[config.mk]
export PLATFORM = sky130hd
export DESIGN_NAME = bfly_ctrl_flat
export DESIGN_NICKNAME = d
export VERILOG_FILES = /design/src/rtl/bfly_ctrl_if.sv /design/src/rtl/bfly_ctrl.sv /design/src/flat_wrapper.sv
export SDC_FILE = /design/constraint.sdc
export NUM_CORES = 1
export LEC_CHECK = 0
export CAP_MARGIN = 0
export CORE_AREA = 2 2 39 41
export DETAILED_ROUTE_END_ITERATION = 16
export DIE_AREA = 0 0 41 43
export PLACE_DENSITY = 0.75
export SLEW_MARGIN = 10
export SYNTH_ARGS = -nofsm -noshare
export SYNTH_HDL_FRONTEND = slang
export SYNTH_SLANG_ARGS = --single-unit
[constraint.sdc]
create_clock -name clk -period 1.9 [get_ports clk]
set_input_delay 0.19 -clock clk [delete_from_list [all_inputs] [get_ports clk]]
set_output_delay 0.19 -clock clk [all_outputs]
set_load 0.02 [all_outputs]
[src/rtl/bfly_ctrl_if.sv]
// Handshake and control bundle between the butterfly stage controller
// and the surrounding datapath.
interface bfly_ctrl_if #(
    parameter int CNT_W = 4
);
    logic             din_valid;
    logic             din_ready;
    logic             flush;
    logic             bfly_valid;
    logic             sr_wr_sel;
    logic             dout_sel;
    logic             dout_valid;
    logic             tw_valid;
    logic [CNT_W-1:0] tw_idx;
    logic             frame_done;
    logic             busy;

    modport slave (
        input  din_valid,
        input  flush,
        output din_ready,
        output bfly_valid,
        output sr_wr_sel,
        output dout_sel,
        output dout_valid,
        output tw_valid,
        output tw_idx,
        output frame_done,
        output busy
    );

    modport master (
        output din_valid,
        output flush,
        input  din_ready,
        input  bfly_valid,
        input  sr_wr_sel,
        input  dout_sel,
        input  dout_valid,
        input  tw_valid,
        input  tw_idx,
        input  frame_done,
        input  busy
    );
endinterface

[src/rtl/bfly_ctrl.sv]
// Sequencer for one radix-2 SDF butterfly stage: fills the delay line,
// runs the butterflies, then emits the held differences.
module bfly_ctrl #(
    parameter int NUM_PAIR = 16,
    parameter int CNT_W    = $clog2(NUM_PAIR)
) (
    input  logic         clk,
    input  logic         rstn,
    input  logic         en,
    bfly_ctrl_if.slave   bus
);
    typedef enum logic [1:0] {
        FILL  = 2'd0,
        BFLY  = 2'd1,
        DRAIN = 2'd2
    } state_e;

    localparam logic [CNT_W-1:0] LAST = CNT_W'(NUM_PAIR - 1);

    state_e           state_q, state_d;
    logic [CNT_W-1:0] cnt_q, cnt_d;
    logic             pend_q, pend_d;
    logic             fd_q, fd_d;

    logic st_fill, st_bfly, st_drain;
    logic last, accept, rdy, dov, dsel, twv;

    assign st_fill  = (state_q == FILL);
    assign st_bfly  = (state_q == BFLY);
    assign st_drain = (state_q == DRAIN);
    assign last     = (cnt_q == LAST);
    assign rdy      = en & ~st_drain;
    assign accept   = en & bus.din_valid & rdy;

    always_ff @(posedge clk) begin
        if (!rstn) begin
            state_q <= FILL;
            cnt_q   <= '0;
            pend_q  <= 1'b0;
            fd_q    <= 1'b0;
        end else begin
            state_q <= state_d;
            cnt_q   <= cnt_d;
            pend_q  <= pend_d;
            fd_q    <= fd_d;
        end
    end

    // cnt wraps naturally at LAST since NUM_PAIR is a power of two
    always_comb begin
        state_d = state_q;
        cnt_d   = cnt_q;
        pend_d  = pend_q;
        case (state_q)
            FILL: begin
                if (accept) begin
                    cnt_d = cnt_q + 1'b1;
                    if (last) begin
                        state_d = BFLY;
                        pend_d  = 1'b0;
                    end
                end else if (en & bus.flush & pend_q &
                             (cnt_q == '0) & ~bus.din_valid) begin
                    state_d = DRAIN;
                end
            end
            BFLY: begin
                if (accept) begin
                    cnt_d = cnt_q + 1'b1;
                    if (last) begin
                        state_d = FILL;
                        pend_d  = 1'b1;
                    end
                end
            end
            DRAIN: begin
                if (en) begin
                    cnt_d = cnt_q + 1'b1;
                    if (last) begin
                        state_d = FILL;
                        pend_d  = 1'b0;
                    end
                end
            end
            default: begin
                state_d = FILL;
                cnt_d   = '0;
                pend_d  = 1'b0;
            end
        endcase
    end

    always_comb begin
        dsel = ~st_bfly;
        dov  = (accept & (st_bfly | (st_fill & pend_q)))
             | (en & st_drain);
        twv  = dov & dsel;
        fd_d = twv & last;
    end

    assign bus.din_ready  = rdy;
    assign bus.bfly_valid = accept & st_bfly;
    assign bus.sr_wr_sel  = st_bfly;
    assign bus.dout_sel   = dsel;
    assign bus.dout_valid = dov;
    assign bus.tw_valid   = twv;
    assign bus.tw_idx     = twv ? cnt_q : '0;
    assign bus.frame_done = fd_q;
    assign bus.busy       = ~st_fill | (cnt_q != '0) | pend_q;
endmodule

[src/flat_wrapper.sv]
// flat-port wrapper written by rule: the top's interface ports become plain ports
module bfly_ctrl_flat 
#(
    parameter int NUM_PAIR = 16,
    parameter int CNT_W    = $clog2(NUM_PAIR)
)
  (clk, rstn, en, bus_din_valid, bus_flush, bus_din_ready, bus_bfly_valid, bus_sr_wr_sel, bus_dout_sel, bus_dout_valid, bus_tw_valid, bus_tw_idx, bus_frame_done, bus_busy);
  bfly_ctrl_if #(.CNT_W(CNT_W)) bus_i ();
  input  logic clk;
  input  logic rstn;
  input  logic en;
  input wire logic [$bits(bus_i.din_valid)-1:0] bus_din_valid;
  input wire logic [$bits(bus_i.flush)-1:0] bus_flush;
  output wire logic [$bits(bus_i.din_ready)-1:0] bus_din_ready;
  output wire logic [$bits(bus_i.bfly_valid)-1:0] bus_bfly_valid;
  output wire logic [$bits(bus_i.sr_wr_sel)-1:0] bus_sr_wr_sel;
  output wire logic [$bits(bus_i.dout_sel)-1:0] bus_dout_sel;
  output wire logic [$bits(bus_i.dout_valid)-1:0] bus_dout_valid;
  output wire logic [$bits(bus_i.tw_valid)-1:0] bus_tw_valid;
  output wire logic [$bits(bus_i.tw_idx)-1:0] bus_tw_idx;
  output wire logic [$bits(bus_i.frame_done)-1:0] bus_frame_done;
  output wire logic [$bits(bus_i.busy)-1:0] bus_busy;
  assign bus_i.din_valid = bus_din_valid;
  assign bus_i.flush = bus_flush;
  assign bus_din_ready = bus_i.din_ready;
  assign bus_bfly_valid = bus_i.bfly_valid;
  assign bus_sr_wr_sel = bus_i.sr_wr_sel;
  assign bus_dout_sel = bus_i.dout_sel;
  assign bus_dout_valid = bus_i.dout_valid;
  assign bus_tw_valid = bus_i.tw_valid;
  assign bus_tw_idx = bus_i.tw_idx;
  assign bus_frame_done = bus_i.frame_done;
  assign bus_busy = bus_i.busy;
  bfly_ctrl #(.NUM_PAIR(NUM_PAIR), .CNT_W(CNT_W)) u_core (.clk(clk), .rstn(rstn), .en(en), .bus(bus_i));
endmodule
==> results of run 1 <==
[stage by stage]
step	TNS, ns	utilization, %
2_1_floorplan	0	-
3_3_place_gp	-0.5015	62.66
3_5_place_dp	-0.7524	62.66
4_1_cts	-0.2087	65.19
5_1_grt	-0.01665	70.25
6_report	0	70.25
[worst paths after layout]
| path | startpoint | endpoint | slack (ns) | cells after the start |
|---|---|---|---|---|
| min reg2reg | u_core.cnt_q[1] | u_core.cnt_q[1] | 0.60 | 3 |
| max | u_core.state_q[1] | bus_tw_idx[2] | 0.05 | 8 |
| max reg2reg | u_core.state_q[0] | u_core.cnt_q[2] | 0.10 | 7 |
| min | u_core.cnt_q[1] | u_core.cnt_q[1] | 0.60 | 3 |
[critical path: stages, from the launching register on]
cell	delay [ns]
dfxtp_4	0.36
inv_2	0.08
ha_4	0.15
a31oi_4	0.07
nor3b_2	0.24
buf_4	0.16
buf_4	0.10
and2_4	0.13
buf_6	0.11
[what timing repair did]
item / 4_1_cts / 5_1_grt
cloned: 0 / 0
pin swaps: 3 / 5
setup buffers: 3 / 1
hold buffers: 0 / 0
setup endpoints to repair: 12 / 9
gates resized for setup: 32 / 20
[registers in the layout (all words and copies together), names as in the netlist]
| name | cells |
|---|---|
| u_core.state_q | 2 |
| u_core.cnt_q | 4 |
| u_core.pend_q | 1 |
| u_core.bus.frame_done | 1 |
[cell type report]
type                    count  area (sq um)  share of cell area (%)
clock buffers               3         22.52                   2.317
inverters                   6         25.02                   2.574
multi-input cells          56         451.7                   46.46
flip-flops and latches      8         168.9                   17.37
well taps                  16         20.02                   2.059
repair buffers             34         284.0                   29.21
[per-layer routing]
metal	part of all wire, %	vias to the layer above	global-route usage, %
met4	0.83	0	4.000
met3	5.8	3	9.948
met1	46	303	25.16
met5	0	-	0
met2	47	17	29.38
li1	-	333	-
[power by group]
group | internal [uW] | leakage, uW | switching, uW
Clock | 72.3 | 0.0000138 | 58.9
Sequential | 207 | 0.0000667 | 27.4
Combinational | 413 | 0.000338 | 365
[logic make-up (layout without fill, tap and decap cells)]
kind of cell	count (synthesis)	in the layout	share of synthesized area (%)
AOI/OAI and AO/OA	19	19	20.00
adders and majority gates	6	6	13.19
buffers and inverters	6	43	3.956
DFF	8	8	28.13
muxes	1	1	1.758
and+or+nand+nor	30	30	32.97
[layout by cell type (no fill, tap or decap), drive strengths merged, types with 3 or more instances in the layout]
cell type and count:
clkbuf 4, nand2 6, o21ai 6, nand3 3
clkdlybuf4s50 6, a21oi 6, dfxtp 8, dlygate4sd2 4
buf 22, ha 6, inv 6, and2 4
==> summary.md, run 1 <==
| Metric | Value |
|---|---|
| Post-synth top area share | `28.13%` |
| Total power | `approximately 1100 uW` |
| Core Region | `around 1400 sq um` |
| DRT Wirelength | `1.557 mm` |
| Post-Syn Instances | `70` |
| HP Class | `flip-flop to flip-flop` |
| Die area | `roughly 1800 sq um` |
| Worst hold margin | `0.6032 ns` |
| Async set-reset flop share out of synthesis | `0%` |
| Synth-to-Final Area Change | `70.77%` |
| Ranking of synthesized cells by area | `dfxtp_1 (28%), ha_1 (13%), a21oi_1 (5.3%)` |
| Number of remaining DRC errors | `0` |
| Primary FF master, synth | `dfxtp_1` |
| Vias per inst | `between 5 and 6` |
| Largest net degree at the start of global routing | `8` |
| GPL Wtd Cong | `0.7589` |
| CTS tree | `yes` |
| Slew @ Worst Pin | `0.5327 ns` |
| Worst IR Drop VDD | `0.7685 mV` |
| Crit Path Class | `flip-flop to primary output` |
| # IOs | `17` |
| Critical path capture point type | `primary output` |
| Post-synth EDFFs | `0` |
| Initial core utilization | `between 40% and 50%` |
| Dpl cells | `117` |
| Grt ovf | `0` |
| Final HPWL DP | `1.156 mm` |
| Placed instance area | `867.1 sq um` |
| Fillers | `113` |
| Post-synthesis cell type count | `28` |
| CTS Buf Count | `3` |
| Port bufs | `16` |
| Fin Clk Skew | `0.0007481 ns` |
| Fmax | `between 500 and 600 MHz` |
| Critical Path Fanout Max | `3` |
| Die height | `43 um` |
| Final Critical Period | `1.852 ns` |
| Post-Syn Area per Cell | `a little over 8 sq um` |
| Overall global routing resource usage | `between 15 and 20%` |
| Htree depth | `1` |
| #FFs+latches synth | `8` |
| Relative slew slack | `64.18%` |
| Floorplan row count | `14` |
| Slew Viols, Final | `0` |
| CTS Sinks | `8` |
| Nets | `120` |
| Count of final setup violators | `0` |
| Share of cells above drive strength 1 | `a little over 40%` |
| Final ANT Viol Nets | `0` |
| Drt pass-1 iters | `4` |
| Fin crit share | `97.46%` |
| Cell area after synthesis | `~570 sq um` |
| Max_cap viols | `0` |
| First-pass GRT wire length | `2.352 mm` |
| Iter 0 DRT Violations | `6` |
| CTS Root Cell | `clkbuf_4` |
| Vias | `between 600 and 700` |
| CP Launch Type | `flip-flop` |
| Die width | `41 um` |
| Vias in the first global route | `568` |
| RSZ-0062 raised after global routing | `yes` |
| Yosys top cell by area | `dfxtp_1` |
| Clock slew at reported path FFs | `roughly 0.050 ns` |
| Final worst slack | `0.04829 ns` |
| Fin cells | `123` |
| P per Cell Area | `1176 nW/um^2` |
| Clk_lat worst skew | `0.26 ns` |
| N_diodes | `0` |
| Worst slack at placement | `-0.1733 ns` |
| Worst path required time | `1.71 ns` |
| Fin area | `972.2 sq um` |
| Syn nets | `81` |
| Clock Path Buffers | `2` |
| Fin. Hold Viols | `0` |
| Yosys warns | `0` |
| Leakage power total | `0.0004190 uW` |
| Count leader, synth | `dfxtp_1` |
| Antenna violations before repair | `0` |
| WL per Instance | `12.66 um` |
| WP data arrival | `1.66 ns` |
| Status | `finished, final reports clean` |
| Sequential-to-total area share from yosys stat | `28.13%` |
(Power assumes the default switching activity.)
==> run 2: changes to the inputs <==
--- a/config.mk
+++ b/config.mk
@@ -6,10 +6,10 @@
 export NUM_CORES = 1
 export LEC_CHECK = 0
 export CAP_MARGIN = 0
-export CORE_AREA = 2 2 39 41
+export CORE_MARGIN = 2
+export CORE_UTILIZATION = 35
 export DETAILED_ROUTE_END_ITERATION = 16
-export DIE_AREA = 0 0 41 43
-export PLACE_DENSITY = 0.75
+export PLACE_DENSITY = 0.63
 export SLEW_MARGIN = 10
 export SYNTH_ARGS = -nofsm -noshare
 export SYNTH_HDL_FRONTEND = slang
==> run 2 against run 1 <==
Clock skew is 0.0011 ns higher. Critical endpoint is now bus_busy. Sequential power is 3% lower. Flip-flop and latch count stayed put. Critical path type unchanged. Largest cell class unchanged. Global-route usage is 1.9 points lower.
==> summary.md, run 2 (synthesis results as in run 1) <==
| Metric | Value |
|---|---|
| Status | `finished, final reports clean (unchanged)` |
| Hold buffers post-CTS | `0 (unchanged)` |
| Number of remaining DRC errors | `0 (unchanged)` |
| CTS tree | `yes (unchanged)` |
| Switching Fraction | `40.17% (was 39.45%)` |
| Seq pwr share | `20.5% (about the same)` |
| Vias per inst | `5.508 (was 5.333)` |
| Relative slew slack | `71.43% (was 64.18%)` |
| Top reg by flops | `u_core.cnt_q (unchanged)` |
| Htree depth | `1 (unchanged)` |
| CTS Root Cell | `clkbuf_4 (unchanged)` |
| Switching Power | `446.3 uW (was 451.2 uW)` |
| P per Cell Area | `1208 nW/um^2 (was 1176 nW/um^2)` |
| Die height | `44.33 um (was 43 um)` |
| Commonest non-fill, non-tap cell in the layout | `buf_4 (unchanged)` |
| Crit Path Class | `flip-flop to primary output (unchanged)` |
| Iter 0 DRT Violations | `30 (was 6)` |
| CP Launch Type | `flip-flop (unchanged)` |
| Initial core utilization | `37.36% (was 41.14%)` |
| Largest registers | `u_core.cnt_q x4, u_core.state_q x2 (unchanged)` |
| Int Pwr | `664.9 uW (was 692.6 uW)` |
| Antenna violations before repair | `0 (unchanged)` |
| Placed instance area | `852.1 sq um (was 867.1 sq um)` |
| Leakage power total | `0.0004088 uW (was 0.0004190 uW)` |
| Most frequent cells in the layout | `buf_4 (15), nand2_1 (6), o21ai_0 (6), clkdlybuf4s50_1 (6), dfxtp_1 (6) (was buf_4 (18), nand2_1 (6), o21ai_0 (6), clkdlybuf4s50_1 (6), dfxtp_1 (5))` |
| Core Region | `1524 sq um (was 1384 sq um)` |
| Clock power frac | `12.0% (was 11.5%)` |
| Clock slew at reported path FFs | `0.05 ns (about the same)` |
| Synth-to-Final Area Change | `61.54% (was 70.77%)` |
| Die area | `1965 sq um (was 1763 sq um)` |
| # IOs | `17 (unchanged)` |
| Fmax | `529.0 MHz (was 540.0 MHz)` |
| Vias in the first global route | `581 (was 568)` |
| Grt ovf | `0 (unchanged)` |
| CTS Sinks | `8 (unchanged)` |
| Fin crit share | `99.49% (was 97.46%)` |
| Core Util, Final | `60.34% (was 70.25%)` |
| Critical Path Fanout Max | `2 (was 3)` |
| Die width | `44.33 um (was 41 um)` |
| WP data arrival | `1.70 ns (was 1.66 ns)` |
| DRT Wirelength | `1.604 mm (was 1.557 mm)` |
| WL per Instance | `13.37 um (was 12.66 um)` |
| Floorplan row count | `14 (unchanged)` |
| N_diodes | `0 (unchanged)` |
| Fillers | `140 (was 113)` |
| Comb pwr share | `67.5% (was 68.0%)` |
| Nets | `117 (was 120)` |
| Clk_lat worst skew | `0.26 ns (about the same)` |
| Fin area | `919.6 sq um (was 972.2 sq um)` |
| Final Critical Period | `1.890 ns (was 1.852 ns)` |
| Fin Clk Skew | `0.001837 ns (was 0.0007481 ns)` |
| Worst path required time | `1.71 ns (about the same)` |
| RSZ-0062 raised after global routing | `yes (unchanged)` |
| Final ANT Viol Nets | `0 (unchanged)` |
| Overall global routing resource usage | `17.94% (was 19.80%)` |
| Vias | `661 (was 656)` |
| Worst IR Drop VDD | `0.6692 mV (was 0.7685 mV)` |
| Max FFs per register | `4 (unchanged)` |
| Port bufs | `16 (unchanged)` |
| Drt pass-1 iters | `4 (unchanged)` |
| CTS Buf Count | `3 (unchanged)` |
| GPL Wtd Cong | `0.7474 (was 0.7589)` |
| Max_cap viols | `0 (unchanged)` |
| Largest net degree at the start of global routing | `8 (unchanged)` |
| First-pass GRT wire length | `2.449 mm (was 2.352 mm)` |
| Slew @ Worst Pin | `0.4259 ns (was 0.5327 ns)` |
| Count of final setup violators | `0 (unchanged)` |
| Fin. Hold Viols | `0 (unchanged)` |
| Setup TNS | `0 ns (unchanged)` |
| Clock Path Buffers | `2 (unchanged)` |
| Share of cells above drive strength 1 | `40.38% (was 41.12%)` |
| HP Class | `flip-flop to flip-flop (unchanged)` |
| Final HPWL DP | `1.208 mm (was 1.156 mm)` |
| Slew Viols, Final | `0 (unchanged)` |
| Critical path capture point type | `primary output (unchanged)` |
## run 2: cell count changes in the layout (fill, tap and decap cells not counted), sizes merged
cell | before | now
clkbuf | 4 | 6
dlymetal6s2s | 0 | 1
clkdlybuf4s15 | 1 | 2
dlygate4sd2 | 4 | 1
buf | 22 | 18
## run 2: cell type report
type                            instances  area, sq um  area share [%]
Inverter                                6        22.52           2.449
Multi-Input combinational cell         56        430.4           46.80
Clock buffer                            3        22.52           2.449
Sequential cell                         8        165.2           17.96
Tap cell                               16        20.02           2.177
Timing Repair Buffer                   31        259.0           28.16
## run 2: per-stage QoR
step	worst slack, ns	hold WS, ns	std cells	total power, uW
global route	-0.05242	0.5619	120	1195
finish	0.009713	0.5326	120	1111
detailed placement	-0.2058	0.5744	115	869.4
CTS	-0.1012	0.5872	119	998.5
global placement	-0.1818	0.5613	115	863.8
floorplan	0.1548	0.3288	70	581.4
## run 2: path summary, 6_finish.rpt
check / start / end / slack [ns] / cells after the start
hold reg to reg: u_core.state_q[1] / u_core.state_q[1] / 0.53 / 2
setup / recovery: u_core.cnt_q[0] / bus_busy / 0.01 / 5
setup reg to reg: u_core.state_q[0] / u_core.cnt_q[2] / 0.08 / 7
hold / removal: u_core.state_q[1] / u_core.state_q[1] / 0.53 / 2
## run 2: repair_timing
| action | 4_1_cts | 5_1_grt |
|---|---|---|
| setup buffers | 1 | 1 |
| endpoints found under the setup margin | 13 | 15 |
| endpoints found under the hold margin | 0 | 0 |
| gates resized for setup | 27 | 21 |
| pin swaps | 1 | 3 |
## run 2: worst max-delay path, stage by stage, from the launching register on
cell	delay, ns
dfxtp_1	0.30
inv_1	0.06
ha_1	0.15
or3b_4	0.38
or3b_4	0.40
buf_6	0.14
## run 2: power by group through the flow
stage          clock [uW]  combinational, uW  sequential [uW]
2_1_floorplan           0                354              228
3_5_place_dp            0                651              218
4_1_cts               138                646              214
6_report              133                751              227
3_3_place_gp            0                646              217
5_1_grt               149                815              231
## run 2: per-layer routing
metal / part of all wire (%) / global-route usage, % / wire length, um / vias up
li1: - / - / - / 328
met1: 42 / 20.40 / 680 / 313
met2: 51 / 28.82 / 816 / 15
met3: 4.9 / 7.347 / 78 / 5
met4: 1.8 / 9.091 / 29 / 0
met5: 0 / 0 / 0 / -
